**config.mk**
```make
export PLATFORM = sky130hd
export DESIGN_NAME = drive_cmd_arbiter
export DESIGN_NICKNAME = d
export VERILOG_FILES = /design/src/rtl/drive_cmd_arbiter.sv
export SDC_FILE = /design/constraint.sdc
export NUM_CORES = 1
export LEC_CHECK = 0
export CAP_MARGIN = 20
export CORE_ASPECT_RATIO = 0.8
export CORE_MARGIN = 1
export CORE_UTILIZATION = 60
export DETAILED_ROUTE_END_ITERATION = 7
export DONT_BUFFER_PORTS = 1
export PLACE_DENSITY_LB_ADDON = 0.2
export SYNTH_ARGS = -nofsm -noshare
export SYNTH_HDL_FRONTEND = slang
export SYNTH_SLANG_ARGS = --single-unit
```
**constraint.sdc**
```tcl
create_clock -name clk_50 -period 5.75 [get_ports clk_50]
set_input_delay 1.725 -clock clk_50 [delete_from_list [all_inputs] [get_ports clk_50]]
set_output_delay 1.725 -clock clk_50 [all_outputs]
set_load 0.02 [all_outputs]
```
**src/rtl/drive_cmd_arbiter.sv**
```systemverilog
// Drive command arbiter: merges N prioritised, time-limited command
// sources into one valid/ready stream with an emergency-stop override.
module drive_cmd_arbiter #(
    parameter int NUM_SRC     = 3,
    parameter int CMD_W       = 3,
    parameter int SPEED_W     = 2,
    parameter int TIMEOUT_CYC = 50000000,
    parameter int STOP_CMD    = 0,
    parameter int CNT_W       = $clog2(TIMEOUT_CYC + 1),
    parameter int SRC_W       = $clog2(NUM_SRC + 1)
) (
    input  logic                       clk_50,
    input  logic                       reset,
    input  logic [NUM_SRC-1:0]         src_valid,
    input  logic [NUM_SRC*CMD_W-1:0]   src_cmd,
    input  logic [NUM_SRC*SPEED_W-1:0] src_speed,
    input  logic [NUM_SRC-1:0]         src_enable,
    input  logic                       estop,
    output logic [CMD_W-1:0]           out_cmd,
    output logic [SPEED_W-1:0]         out_speed,
    output logic [SRC_W-1:0]           out_src,
    output logic                       out_valid,
    input  logic                       out_ready,
    output logic                       active,
    output logic                       timeout_flag
);

    typedef enum logic {
        IDLE = 1'b0,
        SEND = 1'b1
    } state_t;

    localparam logic [CMD_W-1:0] STOP_V  = CMD_W'(STOP_CMD);
    localparam logic [SRC_W-1:0] NONE_V  = SRC_W'(NUM_SRC);
    localparam logic [CNT_W-1:0] RELOAD  = CNT_W'(TIMEOUT_CYC);
    localparam logic [CNT_W-1:0] CNT_ONE = CNT_W'(1);

    // Per-source freshness and latched command state
    logic [CNT_W-1:0]   cnt_q   [NUM_SRC];
    logic [CNT_W-1:0]   cnt_d   [NUM_SRC];
    logic [CMD_W-1:0]   cmd_q   [NUM_SRC];
    logic [CMD_W-1:0]   cmd_d   [NUM_SRC];
    logic [SPEED_W-1:0] speed_q [NUM_SRC];
    logic [SPEED_W-1:0] speed_d [NUM_SRC];
    logic [NUM_SRC-1:0] live;

    // Current selection
    logic [CMD_W-1:0]   sel_cmd;
    logic [SPEED_W-1:0] sel_speed;
    logic [SRC_W-1:0]   sel_src;
    logic               found;
    logic               expire_hit;

    // Output handshake state
    state_t             state_q, state_d;
    logic [CMD_W-1:0]   out_cmd_q, out_cmd_d;
    logic [SPEED_W-1:0] out_speed_q, out_speed_d;
    logic [SRC_W-1:0]   out_src_q, out_src_d;
    logic [CMD_W-1:0]   last_cmd_q, last_cmd_d;
    logic [SPEED_W-1:0] last_speed_q, last_speed_d;
    logic [SRC_W-1:0]   last_src_q, last_src_d;
    logic               tflag_q;

    // A source is live while its freshness counter is nonzero
    always_comb begin
        for (int i = 0; i < NUM_SRC; i++) begin
            live[i] = (cnt_q[i] != '0);
        end
    end

    // Capture on strobe (reload wins over expiry), otherwise count down
    always_comb begin
        for (int i = 0; i < NUM_SRC; i++) begin
            cnt_d[i]   = cnt_q[i];
            cmd_d[i]   = cmd_q[i];
            speed_d[i] = speed_q[i];
            if (src_valid[i]) begin
                cnt_d[i]   = RELOAD;
                cmd_d[i]   = src_cmd[i*CMD_W +: CMD_W];
                speed_d[i] = src_speed[i*SPEED_W +: SPEED_W];
            end else if (live[i]) begin
                cnt_d[i] = cnt_q[i] - CNT_ONE;
            end
        end
    end

    // Freshness counters and latched commands
    always_ff @(posedge clk_50 or posedge reset) begin
        if (reset) begin
            for (int i = 0; i < NUM_SRC; i++) begin
                cnt_q[i]   <= '0;
                cmd_q[i]   <= '0;
                speed_q[i] <= '0;
            end
        end else begin
            for (int i = 0; i < NUM_SRC; i++) begin
                cnt_q[i]   <= cnt_d[i];
                cmd_q[i]   <= cmd_d[i];
                speed_q[i] <= speed_d[i];
            end
        end
    end

    // Fixed-priority pick of the lowest live, enabled source
    always_comb begin
        sel_cmd   = STOP_V;
        sel_speed = '0;
        sel_src   = NONE_V;
        found     = 1'b0;
        if (!estop) begin
            for (int i = 0; i < NUM_SRC; i++) begin
                if (!found && live[i] && src_enable[i]) begin
                    found     = 1'b1;
                    sel_cmd   = cmd_q[i];
                    sel_speed = speed_q[i];
                    sel_src   = SRC_W'(i);
                end
            end
        end
    end

    // Selected source is about to expire at the next edge
    always_comb begin
        expire_hit = 1'b0;
        for (int i = 0; i < NUM_SRC; i++) begin
            if (sel_src == SRC_W'(i) && cnt_q[i] == CNT_ONE
                && !src_valid[i]) begin
                expire_hit = 1'b1;
            end
        end
    end

    // Timeout pulse lands in the cycle the selected source turns stale
    always_ff @(posedge clk_50 or posedge reset) begin
        if (reset) begin
            tflag_q <= 1'b0;
        end else begin
            tflag_q <= expire_hit;
        end
    end

    // Output FSM: launch on selection change, hold until accepted
    always_comb begin
        state_d      = state_q;
        out_cmd_d    = out_cmd_q;
        out_speed_d  = out_speed_q;
        out_src_d    = out_src_q;
        last_cmd_d   = last_cmd_q;
        last_speed_d = last_speed_q;
        last_src_d   = last_src_q;
        unique case (state_q)
            IDLE: begin
                if ({sel_cmd, sel_speed, sel_src} !=
                    {last_cmd_q, last_speed_q, last_src_q}) begin
                    out_cmd_d   = sel_cmd;
                    out_speed_d = sel_speed;
                    out_src_d   = sel_src;
                    state_d     = SEND;
                end
            end
            SEND: begin
                if (out_ready) begin
                    last_cmd_d   = out_cmd_q;
                    last_speed_d = out_speed_q;
                    last_src_d   = out_src_q;
                    state_d      = IDLE;
                end
            end
            default: state_d = IDLE;
        endcase
    end

    // Output FSM registers; reset discards any pending transfer
    always_ff @(posedge clk_50 or posedge reset) begin
        if (reset) begin
            state_q      <= IDLE;
            out_cmd_q    <= STOP_V;
            out_speed_q  <= '0;
            out_src_q    <= NONE_V;
            last_cmd_q   <= STOP_V;
            last_speed_q <= '0;
            last_src_q   <= NONE_V;
        end else begin
            state_q      <= state_d;
            out_cmd_q    <= out_cmd_d;
            out_speed_q  <= out_speed_d;
            out_src_q    <= out_src_d;
            last_cmd_q   <= last_cmd_d;
            last_speed_q <= last_speed_d;
            last_src_q   <= last_src_d;
        end
    end

    assign out_cmd      = out_cmd_q;
    assign out_speed    = out_speed_q;
    assign out_src      = out_src_q;
    assign out_valid    = (state_q == SEND);
    assign active       = (sel_src != NONE_V);
    assign timeout_flag = tflag_q;

endmodule

```
==> flow_metrics.py <==
metrics = {
    "global_route": {
        "grt_pass1_wl_um": 18000,
        "grt_max_degree": 61,
        "grt_use_total_pct": 24.34,
        "grt_antenna_before_repair": 0,
        "overflow": 0,
        "first_global_vias": 3695,
    },
    "logic_synthesis": {
        "synth_seq_area_share_pct": 48.86,
        "synthArstFlopShare_pct": 100.0,
        "netlist.area_leader.share_pct": 46.98,
        "postSynthNetCount": 570,
        "synth_most_common_cell": "dfrtp_1",
        "synthTopCellsByArea": "dfrtp_1 47%, xnor2_1 6.0%, nor2_1 4.1%",
        "synthFlopType": "dfrtp_1",
        "ys_types": 58,
        "syn_area_um2": 5593,
        "ys_top_cells_by_count": "105 x dfrtp_1, 61 x nor2_1, 38 x xnor2_1",
        "netlist_instances": 537,
        "yosys_warnings": 0,
        "synth_area_leader_cell": "dfrtp_1",
        "ys_ff_latch": 109,
        "synth-edff-count": 0,
        "synth_area_per_cell_um2": 10.42,
    },
    "sta": {
        "setup_viol": 0,
        "drv_slew": 0,
        "relSlewSlack_pct": 50.29,
        "hold_violations": 0,
        "worstMarginPinSlew_ns": 0.7457,
        "maxClockFrequency_mhz": 219.8,
        "setup_tns_ns": 0,
        "skew_ns": 0.005196,
        "fin_crit_ns": 4.549,
        "post-route-period-util_pct": 79.12,
        "rsz0062_at_grt": "no",
    },
    "critical_path": {
        "path_cells": "a21boi_2 -> nor2_1 -> a21oi_1",
        "startpoint": "src_enable[1]",
        "critPathMaxFanout": 16,
        "cp.arrival_ns": 2.82,
        "crit_cells": 3,
        "r2r-start": "cnt_q[52]",
        "path_class": "in2out",
        "r2r_slack_ns": 2.17,
        "timing.rr.end": "out_src[0]",
        "cp-endpoint": "active",
        "cp_slowest_stage_delay_ns": 0.52,
        "worstRegToRegCells": 11,
        "worst-path-buf-inv": 0,
        "worstPathRequired_ns": 4.03,
        "end_kind": "primary output",
        "crit_path_top_delay_cell": "a21boi_2",
        "crit_family": "compound AO/OA/AOI/OAI gates",
        "start_kind": "primary input",
    },
    "drt": {
        "wl_per_cell_um": 16.47,
        "drt_iter0_drc": 180,
        "routed_via_density": 6.021,
        "num_vias": 3956,
        "first_pass_iters": 4,
        "drc": 0,
        "wirelength_um": 10820,
        "ant_nets": 0,
    },
    "floorplanning": {
        "rows": 31,
        "ios": 35,
        "dieArea_um2": 9714,
        "die_x_um": 109.9,
        "core_um2": 9037,
        "start_util_pct": 61.89,
        "fp.dieH_um": 88.36,
    },
    "clocking": {
        "cts.repair.resized": 0,
        "post_cts_buffers": 0,
        "cts_sinks": 109,
        "worstSkewPairLatency_ns": 0.34,
        "ctsHoldBuffers": 0,
        "clockBufferDepth": 2,
        "htree_levels": 3,
        "cts_root_buf": "clkbuf_16",
        "clk_pin_slew_ns": 0.07,
        "cts_tree": "built",
        "cts_buffers": 9,
    },
    "placed_design": {
        "hpwl_um": 7540,
        "port_buffers": 0,
        "place_inst": 641,
        "gp_congestion": 0.8393,
        "post_dp_cell_area_um2": 5693,
    },
    "layout": {
        "drive_gt1_share_pct": 11.44,
        "diodes": 0,
        "stdcell_count": 657,
        "fin_util_pct": 66.45,
        "nFillCells": 703,
        "stdcell_area_um2": 6006,
        "area_growth_pct": 7.383,
        "nets": 570,
    },
    "pwr": {
        "p_leak_nw": 2.348,
        "cellPowerDensity_nw_per_um2": 323.1,
        "peakVddDrop_v": 0.0002432,
        "design_power_total_mw": 1.940,
    },
    "hold_path": {
        "min_path_type": "reg2reg",
    },
    "flow_run": {
        "cap_violations": 0,
    },
    "status": {
        "status": "finished, final reports clean",
    },
}
==> cell families after synthesis <==
logic type | count (synthesis) | share of synthesized area [%]
mux | 25 | 5.056
compound gates | 75 | 9.262
simple gates | 238 | 24.27
flops | 109 | 48.86
buf+inv | 25 | 1.834
xor+xnor | 57 | 8.926
fa+ha+maj | 8 | 1.790
==> layout by cell type, fill, tap and decap left out, drive strengths merged, types with 8 or more instances in the layout <==
cell,n
mux2,20
xor2,19
nor2,61
nor3,28
a21oi,22
o21ai,16
nor3b,12
nand3,11
and3,10
dfrtp,105
or3,11
nand2,25
ha,8
xnor2,38
nor4,22
o21bai,8
inv,13
nand2b,27
clkbuf,13
==> sequential cells by signal (all words and copies together) (netlist names) <==
register      cells
cmd_q             9
cnt_q            78
last_cmd_q        3
last_speed_q      2
last_src_q        2
out_cmd           3
out_speed         2
out_src           2
out_valid         1
speed_q           6
timeout_flag      1
==> metal layers <==
metal | up-vias | wire length [µm] | GRT usage, %
met4 | 0 | 157 | 7.758
met2 | 104 | 5049 | 38.13
met5 | - | 0 | 0
met3 | 15 | 600 | 6.186
met1 | 1930 | 5011 | 33.41
li1 | 1907 | - | -
==> stage by stage <==
step	hold WS [ns]	setup WS [ns]
finish	0.5044	1.201
detailed placement	0.4951	1.188
CTS	0.5101	1.179
global route	0.5280	1.127
global placement	0.4851	1.215
floorplan	0.4704	1.158
==> worst reg2reg max path, cell delays in order (launching register included) <==
cell      delay (ns)
dfrtp_1         0.42
inv_1           0.13
ha_1            0.23
nor4b_1         0.35
nand4_1         0.34
o21a_1          0.43
a21o_1          0.21
o221ai_1        0.32
xnor2_1         0.17
nor4_4          0.42
a21oi_4         0.17
mux2_4          0.33
==> final cells by class <==
| cell class | instances | area [µm²] | area share, % |
|---|---|---|---|
| multi-input cells | 403 | 2758 | 45.92 |
| flip-flops and latches | 109 | 2733 | 45.50 |
| clock buffers | 13 | 270.3 | 4.500 |
| well taps | 115 | 143.9 | 2.396 |
| inverters | 13 | 51.30 | 0.8542 |
| clock inverters | 3 | 42.54 | 0.7083 |
| repair buffers | 1 | 7.507 | 0.1250 |
==> worst min-delay path by stage <==
stage | startpoint | endpoint | slack (ns) | depth (start not counted)
floorplan | last_cmd_q[0] | last_cmd_q[0] | 0.47 | 2
global placement | last_cmd_q[0] | last_cmd_q[0] | 0.49 | 2
detailed placement | cmd_q[0] | cmd_q[0] | 0.50 | 1
CTS | last_speed_q[1] | last_speed_q[1] | 0.51 | 2
global route | cmd_q[5] | cmd_q[5] | 0.53 | 1
finish | last_speed_q[1] | last_speed_q[1] | 0.50 | 2
==> report_power, final <==
group | switching (mW) | internal, mW
clock network | 0.264 | 0.373
registers | 0.113 | 0.863
logic | 0.169 | 0.159
No activity file was read; power rests on OpenSTA's default activity.
